$ cat src/rtl/iqdemap_pkg.sv
// Shared mode constants, slicer payload type and helpers for the IQ demapper.
package iqdemap_pkg;

  localparam logic [1:0] MODE_BPSK  = 2'd0;
  localparam logic [1:0] MODE_QPSK  = 2'd1;
  localparam logic [1:0] MODE_16QAM = 2'd2;

  localparam int unsigned DEFAULT_THRESH = 683;
  localparam int unsigned SYM_BITS_MAX   = 4;

  typedef struct packed {
    logic                    vld;
    logic                    flush;
    logic [SYM_BITS_MAX-1:0] bits;
    logic [2:0]              nbits;
  } slice_t;

  // Reserved mode code behaves as BPSK.
  function automatic logic [1:0] norm_mode(input logic [1:0] m);
    return (m == 2'd3) ? MODE_BPSK : m;
  endfunction

  function automatic logic [2:0] bits_per_mode(input logic [1:0] m);
    case (m)
      MODE_QPSK:  return 3'd2;
      MODE_16QAM: return 3'd4;
      default:    return 3'd1;
    endcase
  endfunction

endpackage

$ cat src/rtl/iqdemap_slicer.sv
// Hard-decision slicer for one I/Q symbol, registered once before the packer.
module iqdemap_slicer
  import iqdemap_pkg::*;
#(
  parameter int unsigned IQ_W   = 11,
  parameter int unsigned THRESH = DEFAULT_THRESH
) (
  input  logic                   ck,
  input  logic                   rst,
  input  logic                   ce,
  input  logic                   valid_i,
  input  logic                   flush,
  input  logic signed [IQ_W-1:0] ar,
  input  logic signed [IQ_W-1:0] ai,
  input  logic [1:0]             mode,
  output slice_t                 slice
);

  localparam int unsigned EXT_W = IQ_W + 1;

  logic [SYM_BITS_MAX-1:0] bits_c;

  // Extra bit lets the most negative sample map to a magnitude above THRESH.
  function automatic logic mag_bit(input logic signed [IQ_W-1:0] x);
    logic [EXT_W-1:0] ext;
    logic [EXT_W-1:0] absval;
    ext    = {x[IQ_W-1], x};
    absval = x[IQ_W-1] ? (~ext + EXT_W'(1)) : ext;
    return absval < EXT_W'(THRESH);
  endfunction

  always_comb begin
    bits_c = '0;
    case (mode)
      MODE_QPSK:  bits_c = {2'b00, ai[IQ_W-1], ar[IQ_W-1]};
      MODE_16QAM: bits_c = {mag_bit(ai), ai[IQ_W-1], mag_bit(ar), ar[IQ_W-1]};
      default:    bits_c = {3'b000, ar[IQ_W-1]};
    endcase
  end

  always_ff @(posedge ck) begin
    if (rst) begin
      slice <= '0;
    end else if (ce) begin
      slice.vld   <= valid_i;
      slice.flush <= flush;
      slice.bits  <= valid_i ? bits_c : '0;
      slice.nbits <= valid_i ? bits_per_mode(mode) : 3'd0;
    end
  end

endmodule

$ cat src/rtl/iqdemap_multi.sv
// Multi-mode IQ demapper packing sliced bits LSB-first into WORD_W-bit words.
// Define IQDEMAP_RAW_EN to expose the per-symbol raw bit stream (valid_raw/raw).
module iqdemap_multi
  import iqdemap_pkg::*;
#(
  parameter int unsigned IQ_W   = 11,
  parameter int unsigned WORD_W = 128,
  parameter int unsigned THRESH = DEFAULT_THRESH
) (
  input  logic                     ck,
  input  logic                     rst,
  input  logic                     ce,
  input  logic                     valid_i,
  input  logic signed [IQ_W-1:0]   ar,
  input  logic signed [IQ_W-1:0]   ai,
  input  logic [1:0]               mode,
  input  logic                     flush,
  output logic                     valid_o,
  output logic [WORD_W-1:0]        writer_data,
  output logic [$clog2(WORD_W):0]  nbits_o
`ifdef IQDEMAP_RAW_EN
  ,
  output logic                     valid_raw,
  output logic [3:0]               raw
`endif
);

  localparam int unsigned NB_W = $clog2(WORD_W) + 1;

  logic [1:0]        mode_q;
  logic [1:0]        eff_mode_c;
  logic [NB_W-1:0]   acc_fill_q;
  logic [NB_W-1:0]   acc_next_c;
  logic [NB_W-1:0]   fill_q;
  logic [NB_W-1:0]   fill_next_c;
  logic [WORD_W-1:0] data_q;
  logic [WORD_W-1:0] data_next_c;
  logic              emit_c;
  slice_t            slice;

  // acc_fill_q counts bits accepted into the open word, ahead of the slicer
  // stage, so the mode can be latched on the first symbol of every word.
  always_comb begin
    eff_mode_c = (acc_fill_q == '0) ? norm_mode(mode) : mode_q;
    acc_next_c = acc_fill_q + NB_W'(bits_per_mode(eff_mode_c));
  end

  always_ff @(posedge ck) begin
    if (rst) begin
      mode_q     <= MODE_BPSK;
      acc_fill_q <= '0;
    end else if (ce) begin
      if (valid_i && acc_fill_q == '0) begin
        mode_q <= eff_mode_c;
      end
      if (flush) begin
        acc_fill_q <= '0;
      end else if (valid_i) begin
        acc_fill_q <= (acc_next_c == NB_W'(WORD_W)) ? '0 : acc_next_c;
      end
    end
  end

  iqdemap_slicer #(
    .IQ_W   (IQ_W),
    .THRESH (THRESH)
  ) u_slicer (
    .ck      (ck),
    .rst     (rst),
    .ce      (ce),
    .valid_i (valid_i),
    .flush   (flush),
    .ar      (ar),
    .ai      (ai),
    .mode    (eff_mode_c),
    .slice   (slice)
  );

  // Packer: merge the sliced symbol, then emit on a full word or a flush.
  always_comb begin
    fill_next_c = fill_q + (slice.vld ? NB_W'(slice.nbits) : '0);
    data_next_c = data_q | (WORD_W'(slice.bits) << fill_q);
    emit_c      = (fill_next_c == NB_W'(WORD_W)) ||
                  (slice.flush && fill_next_c != '0);
  end

  always_ff @(posedge ck) begin
    if (rst) begin
      valid_o     <= 1'b0;
      writer_data <= '0;
      nbits_o     <= '0;
      fill_q      <= '0;
      data_q      <= '0;
    end else if (ce) begin
      valid_o <= emit_c;
      if (emit_c) begin
        writer_data <= data_next_c;
        nbits_o     <= fill_next_c;
        fill_q      <= '0;
        data_q      <= '0;
      end else begin
        fill_q <= fill_next_c;
        data_q <= data_next_c;
      end
    end
  end

`ifdef IQDEMAP_RAW_EN
  assign valid_raw = slice.vld;
  assign raw       = slice.bits;
`endif

endmodule
$ cat config.mk
export PLATFORM = sky130hd
export DESIGN_NAME = iqdemap_multi
export DESIGN_NICKNAME = d
export VERILOG_FILES = /design/src/rtl/iqdemap_pkg.sv /design/src/rtl/iqdemap_slicer.sv /design/src/rtl/iqdemap_multi.sv
export SDC_FILE = /design/constraint.sdc
export NUM_CORES = 1
export LEC_CHECK = 0
export CORE_ASPECT_RATIO = 1.1
export CORE_MARGIN = 1.5
export CORE_UTILIZATION = 59
export CTS_CLUSTER_DIAMETER = 60
export DETAILED_ROUTE_END_ITERATION = 7
export PLACE_DENSITY = 0.85
export RECOVER_POWER = 50
export SETUP_SLACK_MARGIN = 0.5
export SYNTH_ARGS = -nofsm -noshare
export SYNTH_HDL_FRONTEND = slang
export SYNTH_SLANG_ARGS = --single-unit
$ cat constraint.sdc
create_clock -name ck -period 6.1 [get_ports ck]
set_clock_uncertainty 0.05 [all_clocks]
set_input_delay 0.915 -clock ck [delete_from_list [all_inputs] [get_ports ck]]
set_output_delay 0.915 -clock ck [all_outputs]
set_load 0.005 [all_outputs]
==> impl_metrics.sql, run 1 <==
INSERT INTO impl_metrics (metric_group, metric, value, unit) VALUES
('placed_design', 'post-place-cells', '1741', ''),
('grt', 'total_grt_overflow', '0', ''),
('sta', 'worstMarginPinSlew', '2.15', 'ns'),
('placed_design', 'final_weighted_congestion_of_routability_driven_global_placement', '0.903', ''),
('sta', 'final.setup.tns', '0', 'ns'),
('placed_design', 'port_buffers', '165', ''),
('sta', 'post-route-period-util', '82.8', '%'),
('yosys', 'synth_async_sr_flop_share', '0', '%'),
('power_and_ir_drop', 'static-leakage-power', '5.34', 'nW'),
('run_status', 'run_status', 'finished, violations left', ''),
('layout', 'final_cells', '1790', ''),
('clock_network', 'cts_inserted_buffers', '28', ''),
('sta', 'maxClockFrequency', '198', 'MHz'),
('sta', 'grt_setup_unrepaired', 'false', ''),
('power_and_ir_drop', 'irDropWorstVdd', '193', 'µV'),
('floorplan', 'fp.dieH', '155', 'µm'),
('placed_design', 'post-dp-hpwl', '21100', 'µm'),
('yosys', 'synthesized_area_divided_by_synthesized_cell_count', '8.59', 'µm²'),
('grt', 'wire_length_of_the_first_global_routing_pass', '54600', 'µm'),
('routing', 'vias_per_cell', '6.40', ''),
('clock_network', 'post_cts.repair.setup_buffers', '0', ''),
('critical_path', 'worst-endpoint-arrival', '5.44', 'ns'),
('yosys', 'postSynthNetCount', '1474', ''),
('grt', 'grt_usage', '30.5', '%'),
('layout', 'layout-drive-gt1-share', '5.74', '%'),
('yosys', 'dominantRegCellSynth', 'sky130_fd_sc_hd__dfxtp_1', ''),
('floorplan', 'core.rowCount', '55', ''),
('hold_path', 'hold_path.class', 'flip-flop to flip-flop', ''),
('clock_network', 'cts_buffer_depth', '3', ''),
('routing', 'post-route-drc-count', '0', ''),
('grt', 'number_of_global_route_vias_before_repair', '10717', ''),
('yosys', 'synth.cell_area', '12300', 'µm²'),
('grt', 'largest_net_degree_at_the_start_of_global_routing', '104', ''),
('floorplan', 'core_box_area', '20500', 'µm²'),
('yosys', 'synthesis.yosys.warnings', '0', ''),
('floorplan', 'dieArea', '21800', 'µm²'),
('clock_network', 'cts_hold_repair.buffers', '0', ''),
('yosys', 'synth.lib_cells_used.distinct', '64', ''),
('grt', 'initial_antenna_violation_count', '0', ''),
('layout', 'most_common_library_cell_in_the_layout_ignoring_fill_and_taps', 'sky130_fd_sc_hd__a21oi_1', ''),
('layout', 'nets', '1555', ''),
('yosys', 'postSynthCellCount', '1434', ''),
('layout', 'fin_util', '71.4', '%'),
('clock_network', 'clk_pin_slew', '0.06', 'ns'),
('critical_path', 'required_time_of_the_critical_path', '6.49', 'ns'),
('floorplan', 'die_width', '141', 'µm'),
('job', 'max_cap_viol_count', '1', ''),
('yosys', 'synth_seq_cells', '292', ''),
('routing', 'postRouteWirelength', '34200', 'µm'),
('clock_network', 'clock_sink_total', '292', ''),
('routing', 'wire_per_inst', '19.1', 'µm'),
('critical_path', 'worst-setup-path-type', 'flip-flop to flip-flop', ''),
('routing', 'ant_nets', '0', ''),
('sta', 'relSlewSlack', '-43.2', '%'),
('routing', 'drt-pass1-iter-count', '5', ''),
('clock_network', 'htree_num_levels', '1', ''),
('clock_network', 'clkLatencyLatePin', '0.54', 'ns'),
('critical_path', 'crit_fanout', '99', ''),
('layout', 'growth_of_design_area_from_synthesis_to_finish', '18.9', '%'),
('yosys', 'synth_edf_count', '0', ''),
('sta', 'report.final.slew_viol_count', '41', ''),
('clock_network', 'cts_tree', 'done', ''),
('clock_network', 'cts_root_cell', 'sky130_fd_sc_hd__clkbuf_16', ''),
('power_and_ir_drop', 'power_per_cell_area', '267', 'nW/µm²'),
('critical_path', 'setup.worst_path.end_class', 'flip-flop', ''),
('routing', 'via_count', '11455', ''),
('layout', 'layout_common_cells', 'sky130_fd_sc_hd__a21oi_1 (360), sky130_fd_sc_hd__dfxtp_1 (292), sky130_fd_sc_hd__nor2_1 (198), sky130_fd_sc_hd__dlygate4sd3_1 (139), sky130_fd_sc_hd__a211oi_1 (114)', ''),
('floorplan', 'top_level_ports', '166', ''),
('run_status', 'failed_checks', 'max-capacitance violations, max-slew violations', ''),
('yosys', 'yosysSeqAreaShare', '47.5', '%'),
('critical_path', 'timing.critical_path.from_type', 'flip-flop', ''),
('sta', 'post_layout_min_period', '5.05', 'ns'),
('sta', 'timing.final.setup_violations', '0', ''),
('sta', 'finalHoldViolations', '0', ''),
('floorplan', 'initial_utilization', '60.1', '%'),
('clock_network', 'cts_resized', '0', ''),
('layout', 'insertedDiodeCount', '0', ''),
('routing', 'drt_initial_violations', '1006', '');
==> cell type report <==
class,instances,area (µm²)
Clock buffer,43,848
Clock inverter,6,62.6
Fill cell,1570,5860
Inverter,11,41.3
Multi-Input combinational cell,999,5740
Sequential cell,292,5850
Tap cell,256,320
Timing Repair Buffer,183,1790
==> synthesized netlist by cell type, types with 11 or more instances <==
library cell               count  share of area [%]
sky130_fd_sc_hd__nand2_1      39                1.2
sky130_fd_sc_hd__nand2b_1     11               0.56
sky130_fd_sc_hd__buf_2        22               0.89
sky130_fd_sc_hd__mux2i_1      13                1.1
sky130_fd_sc_hd__nor2_1      198                6.0
sky130_fd_sc_hd__a31oi_1      34                1.7
sky130_fd_sc_hd__a21oi_1     360                 15
sky130_fd_sc_hd__nor2b_1      14               0.71
sky130_fd_sc_hd__nor3_1       27                1.1
sky130_fd_sc_hd__clkbuf_1     86                2.6
sky130_fd_sc_hd__nand3_1      16               0.65
sky130_fd_sc_hd__o21ai_0      20               0.81
sky130_fd_sc_hd__a211oi_1     97                5.9
sky130_fd_sc_hd__a211oi_2     30                3.0
sky130_fd_sc_hd__buf_6        14                1.3
sky130_fd_sc_hd__dfxtp_1     292                 47
==> flip-flops by register name, summed over array words and instances, names as in the netlist <==
| signal | flops |
|---|---|
| u_slicer.slice | 9 |
| valid_o | 1 |
| mode_q | 2 |
| writer_data | 128 |
| fill_q | 8 |
| data_q | 128 |
| acc_fill_q | 8 |
| nbits_o | 8 |
==> layer usage <==
| layer | track usage [%] | up-vias | routed length (µm) |
|---|---|---|---|
| li1 | - | 5356 | - |
| met1 | 40.3 | 5411 | 14100 |
| met2 | 49.8 | 600 | 15800 |
| met3 | 5.51 | 88 | 3140 |
| met4 | 11.8 | 0 | 1100 |
| met5 | 0 | - | 0 |
==> path summary, 6_finish.rpt <==
check / start / to / slack (ns) / depth (start not counted)
max: fill_q[1]$_SDFFE_PP0P_ / writer_data[118]$_SDFFE_PP0P_ / 1.05 / 8
min: nbits_o[1]$_SDFFE_PP0P_ / nbits_o[1]$_SDFFE_PP0P_ / 0.42 / 2
max reg2reg: fill_q[1]$_SDFFE_PP0P_ / writer_data[118]$_SDFFE_PP0P_ / 1.05 / 8
min reg2reg: nbits_o[1]$_SDFFE_PP0P_ / nbits_o[1]$_SDFFE_PP0P_ / 0.42 / 2
==> through the flow <==
| stage | power, mW | setup slack, ns | cell area (µm²) | hold slack (ns) |
|---|---|---|---|---|
| floorplan | 2.15 | 2.84 | 12300 | 0.388 |
| global placement | 2.24 | 1.95 | 13800 | 0.396 |
| detailed placement | 2.24 | 1.83 | 13800 | 0.404 |
| CTS | 3.92 | 1.80 | 14700 | 0.421 |
| global route | 4.02 | 0.825 | 14600 | 0.429 |
| finish | 3.91 | 1.05 | 14600 | 0.417 |
==> cell families (layout without fill, tap and decap cells) <==
family,count (synthesis),after routing,synth area share [%]
AO/OA/AOI/OAI,608,608,30.7
multiplexers,15,15,1.24
AND/OR/NAND/NOR,352,352,12.9
flip-flops,292,292,47.5
XOR/XNOR,13,13,0.924
adder cells (fa/ha/maj),11,11,1.24
buffers and inverters,143,243,5.59
==> worst max-delay path: stages, from the launching register on <==
cell and delay (ns):
sky130_fd_sc_hd__dfxtp_1 0.75, sky130_fd_sc_hd__ha_1 0.36, sky130_fd_sc_hd__a211o_1 0.34, sky130_fd_sc_hd__a21o_1 0.21
sky130_fd_sc_hd__a2111oi_4 0.49, sky130_fd_sc_hd__a31o_1 1.18, sky130_fd_sc_hd__buf_4 0.96, sky130_fd_sc_hd__a21oi_1 0.20
sky130_fd_sc_hd__a211oi_1 0.30
==> where the power goes <==
part	switching [mW]	total, mW	internal, mW
combinational	0.144	0.240	0.0966
clock	0.727	1.72	0.994
sequential	0.0183	1.95	1.93
No activity file was read; power rests on OpenSTA's default activity.
==> inputs of run 2 (changes only) <==
CORE_UTILIZATION = 55   (was 59)
PLACE_DENSITY = 0.8   (was 0.85)
clock period = 5.24 ns   (was 6.1 ns; I/O delays follow)
==> run 2 against run 1 <==
The flow still finishes with violations (max-capacitance violations, max-slew violations); highest routed layer unchanged; largest power group unchanged; sequential share of layout area shrank 0.42 points; die area grew 7.1%; cell area rose by 1.1%; critical endpoint is now data_q[65]$_SDFFE_PP0P_.
==> impl_metrics.sql, run 2 (synthesis gave the netlist of run 1 again) <==
INSERT INTO impl_metrics (metric_group, metric, value, unit) VALUES
('placed_design', 'port_buffers', '165', ''),
('layout', 'most_common_library_cell_in_the_layout_ignoring_fill_and_taps', 'sky130_fd_sc_hd__a21oi_1', ''),
('job', 'max_cap_viol_count', '2', ''),
('sta', 'post-route-period-util', '78.0', '%'),
('clock_network', 'clkLatencyLatePin', '0.54', 'ns'),
('critical_path', 'crit_fanout', '73', ''),
('critical_path', 'crit_path_cells', 'ha_1 > a211o_1 > a21o_1 > a2111oi_4 > a31o_4 > a21o_2 > buf_12 > nor3_1', ''),
('clock_network', 'cts_resized', '0', ''),
('power_and_ir_drop', 'irDropWorstVdd', '235', 'µV'),
('grt', 'total_grt_overflow', '0', ''),
('floorplan', 'core.rowCount', '57', ''),
('critical_path', 'worst_path_max_delay_cell', 'sky130_fd_sc_hd__a21o_2', ''),
('critical_path', 'setup.worst_path.end_class', 'flip-flop', ''),
('floorplan', 'top_level_ports', '166', ''),
('grt', 'grt_usage', '27.5', '%'),
('layout', 'registers_with_the_most_flip_flops', 'data_q x128, writer_data x128, u_slicer.slice x9', ''),
('routing', 'wire_per_inst', '18.2', 'µm'),
('sta', 'finalHoldViolations', '0', ''),
('routing', 'post-route-drc-count', '0', ''),
('clock_network', 'clock_sink_total', '292', ''),
('clock_network', 'clk_pin_slew', '0.07', 'ns'),
('power_and_ir_drop', 'static-leakage-power', '5.38', 'nW'),
('placed_design', 'final_weighted_congestion_of_routability_driven_global_placement', '0.917', ''),
('routing', 'via_count', '11132', ''),
('critical_path', 'timing.critical_path.from_type', 'flip-flop', ''),
('floorplan', 'dieArea', '23300', 'µm²'),
('clock_network', 'htree_num_levels', '1', ''),
('layout', 'nets', '1555', ''),
('layout', 'final_cells', '1830', ''),
('floorplan', 'initial_utilization', '55.9', '%'),
('grt', 'globalRoute.busiestLayer', 'met2', ''),
('sta', 'grt_setup_unrepaired', 'false', ''),
('clock_network', 'cts_tree', 'done', ''),
('clock_network', 'cts_hold_repair.buffers', '0', ''),
('sta', 'relSlewSlack', '-35.4', '%'),
('sta', 'worstMarginPinSlew', '2.03', 'ns'),
('floorplan', 'core_box_area', '22000', 'µm²'),
('grt', 'largest_net_degree_at_the_start_of_global_routing', '80', ''),
('run_status', 'run_status', 'finished, violations left', ''),
('layout', 'final_area', '14800', 'µm²'),
('placed_design', 'post-place-cells', '1781', ''),
('grt', 'met3_usage', '4.71', '%'),
('routing', 'drt-pass1-iter-count', '5', ''),
('clock_network', 'post_cts.repair.setup_buffers', '0', ''),
('layout', 'layout_common_cells', 'sky130_fd_sc_hd__a21oi_1 (360), sky130_fd_sc_hd__dfxtp_1 (292), sky130_fd_sc_hd__nor2_1 (198), sky130_fd_sc_hd__dlygate4sd3_1 (139), sky130_fd_sc_hd__a211oi_1 (97)', ''),
('hold_path', 'hold_path.class', 'flip-flop to flip-flop', ''),
('grt', 'initial_antenna_violation_count', '0', ''),
('sta', 'fin_worst_hold_slack', '0.408', 'ns'),
('power_and_ir_drop', 'report.power.total', '4.56', 'mW'),
('layout', 'growth_of_design_area_from_synthesis_to_finish', '20.2', '%'),
('routing', 'postRouteWirelength', '33300', 'µm'),
('placed_design', 'area_after_detailed_placement', '13900', 'µm²'),
('grt', 'wire_length_of_the_first_global_routing_pass', '53000', 'µm'),
('power_and_ir_drop', 'power_per_cell_area', '308', 'nW/µm²'),
('sta', 'final.setup.tns', '0', 'ns'),
('layout', 'insertedDiodeCount', '0', ''),
('routing', 'ant_nets', '0', ''),
('sta', 'timing.final.setup_violations', '0', ''),
('run_status', 'failed_checks', 'max-capacitance violations, max-slew violations', ''),
('critical_path', 'required_time_of_the_critical_path', '5.61', 'ns'),
('grt', 'groute.layer.met1.usage', '36.8', '%'),
('routing', 'drt_initial_violations', '921', ''),
('routing', 'vias_per_cell', '6.08', ''),
('sta', 'setup_ws', '1.15', 'ns'),
('floorplan', 'fp.dieH', '160', 'µm'),
('sta', 'post_layout_min_period', '4.09', 'ns'),
('layout', 'fin_util', '67.2', '%'),
('placed_design', 'post-dp-hpwl', '21100', 'µm'),
('sta', 'maxClockFrequency', '245', 'MHz'),
('grt', 'met2_usage', '45.0', '%'),
('sta', 'report.final.slew_viol_count', '158', ''),
('grt', 'number_of_global_route_vias_before_repair', '10080', ''),
('critical_path', 'timing.critical_path.slowest_cell_delay', '1.04', 'ns'),
('critical_path', 'worst-endpoint-arrival', '4.46', 'ns'),
('critical_path', 'worst-setup-path-type', 'flip-flop to flip-flop', ''),
('clock_network', 'cts_inserted_buffers', '27', ''),
('clock_network', 'cts_root_cell', 'sky130_fd_sc_hd__clkbuf_16', ''),
('placed_design', 'worst_slack_placed', '1.37', 'ns'),
('clock_network', 'cts_buffer_depth', '3', ''),
('layout', 'layout-drive-gt1-share', '7.23', '%'),
('floorplan', 'die_width', '146', 'µm');
==> run 2: layer usage <==
| metal | vias up | routed length, µm | part of all wire, % |
|---|---|---|---|
| li1 | 5373 | - | - |
| met1 | 5216 | 14300 | 43 |
| met2 | 471 | 15500 | 47 |
| met3 | 72 | 2580 | 7.7 |
| met4 | 0 | 896 | 2.7 |
| met5 | - | 0 | 0 |
==> run 2: path summary, 6_finish.rpt <==
kind | end | depth (start not counted) | start | slack [ns]
setup / recovery | data_q[65]$_SDFFE_PP0P_ | 8 | fill_q[1]$_SDFFE_PP0P_ | 1.15
setup reg to reg | data_q[65]$_SDFFE_PP0P_ | 8 | fill_q[1]$_SDFFE_PP0P_ | 1.15
hold reg to reg | nbits_o[0]$_SDFFE_PP0P_ | 2 | nbits_o[0]$_SDFFE_PP0P_ | 0.41
hold / removal | nbits_o[0]$_SDFFE_PP0P_ | 2 | nbits_o[0]$_SDFFE_PP0P_ | 0.41
==> run 2: cell type report <==
cell class                 instances  area, µm²
tap                              295        369
sequential                       292       5850
inverter                          11       41.3
clock buffer                      39        801
clock inverter                    10        110
fill                            1797       7240
timing repair buffer             184       1810
multi-input combinational        999       5830
==> run 2: report_power, final <==
group	internal (mW)	switching, mW	leakage (nW)
registers	2.25	0.0208	2.35
clock network	1.16	0.842	0.452
logic	0.115	0.168	2.58
==> run 2: critical path: cells and delay by family (launching register included) <==
kind | cells | cell delay [ns]
buffers and inverters | 1 | 0.36
AO/OA/AOI/OAI | 5 | 2.33
AND/OR/NAND/NOR | 1 | 0.10
flip-flops | 1 | 0.71
adder cells (fa/ha/maj) | 1 | 0.35
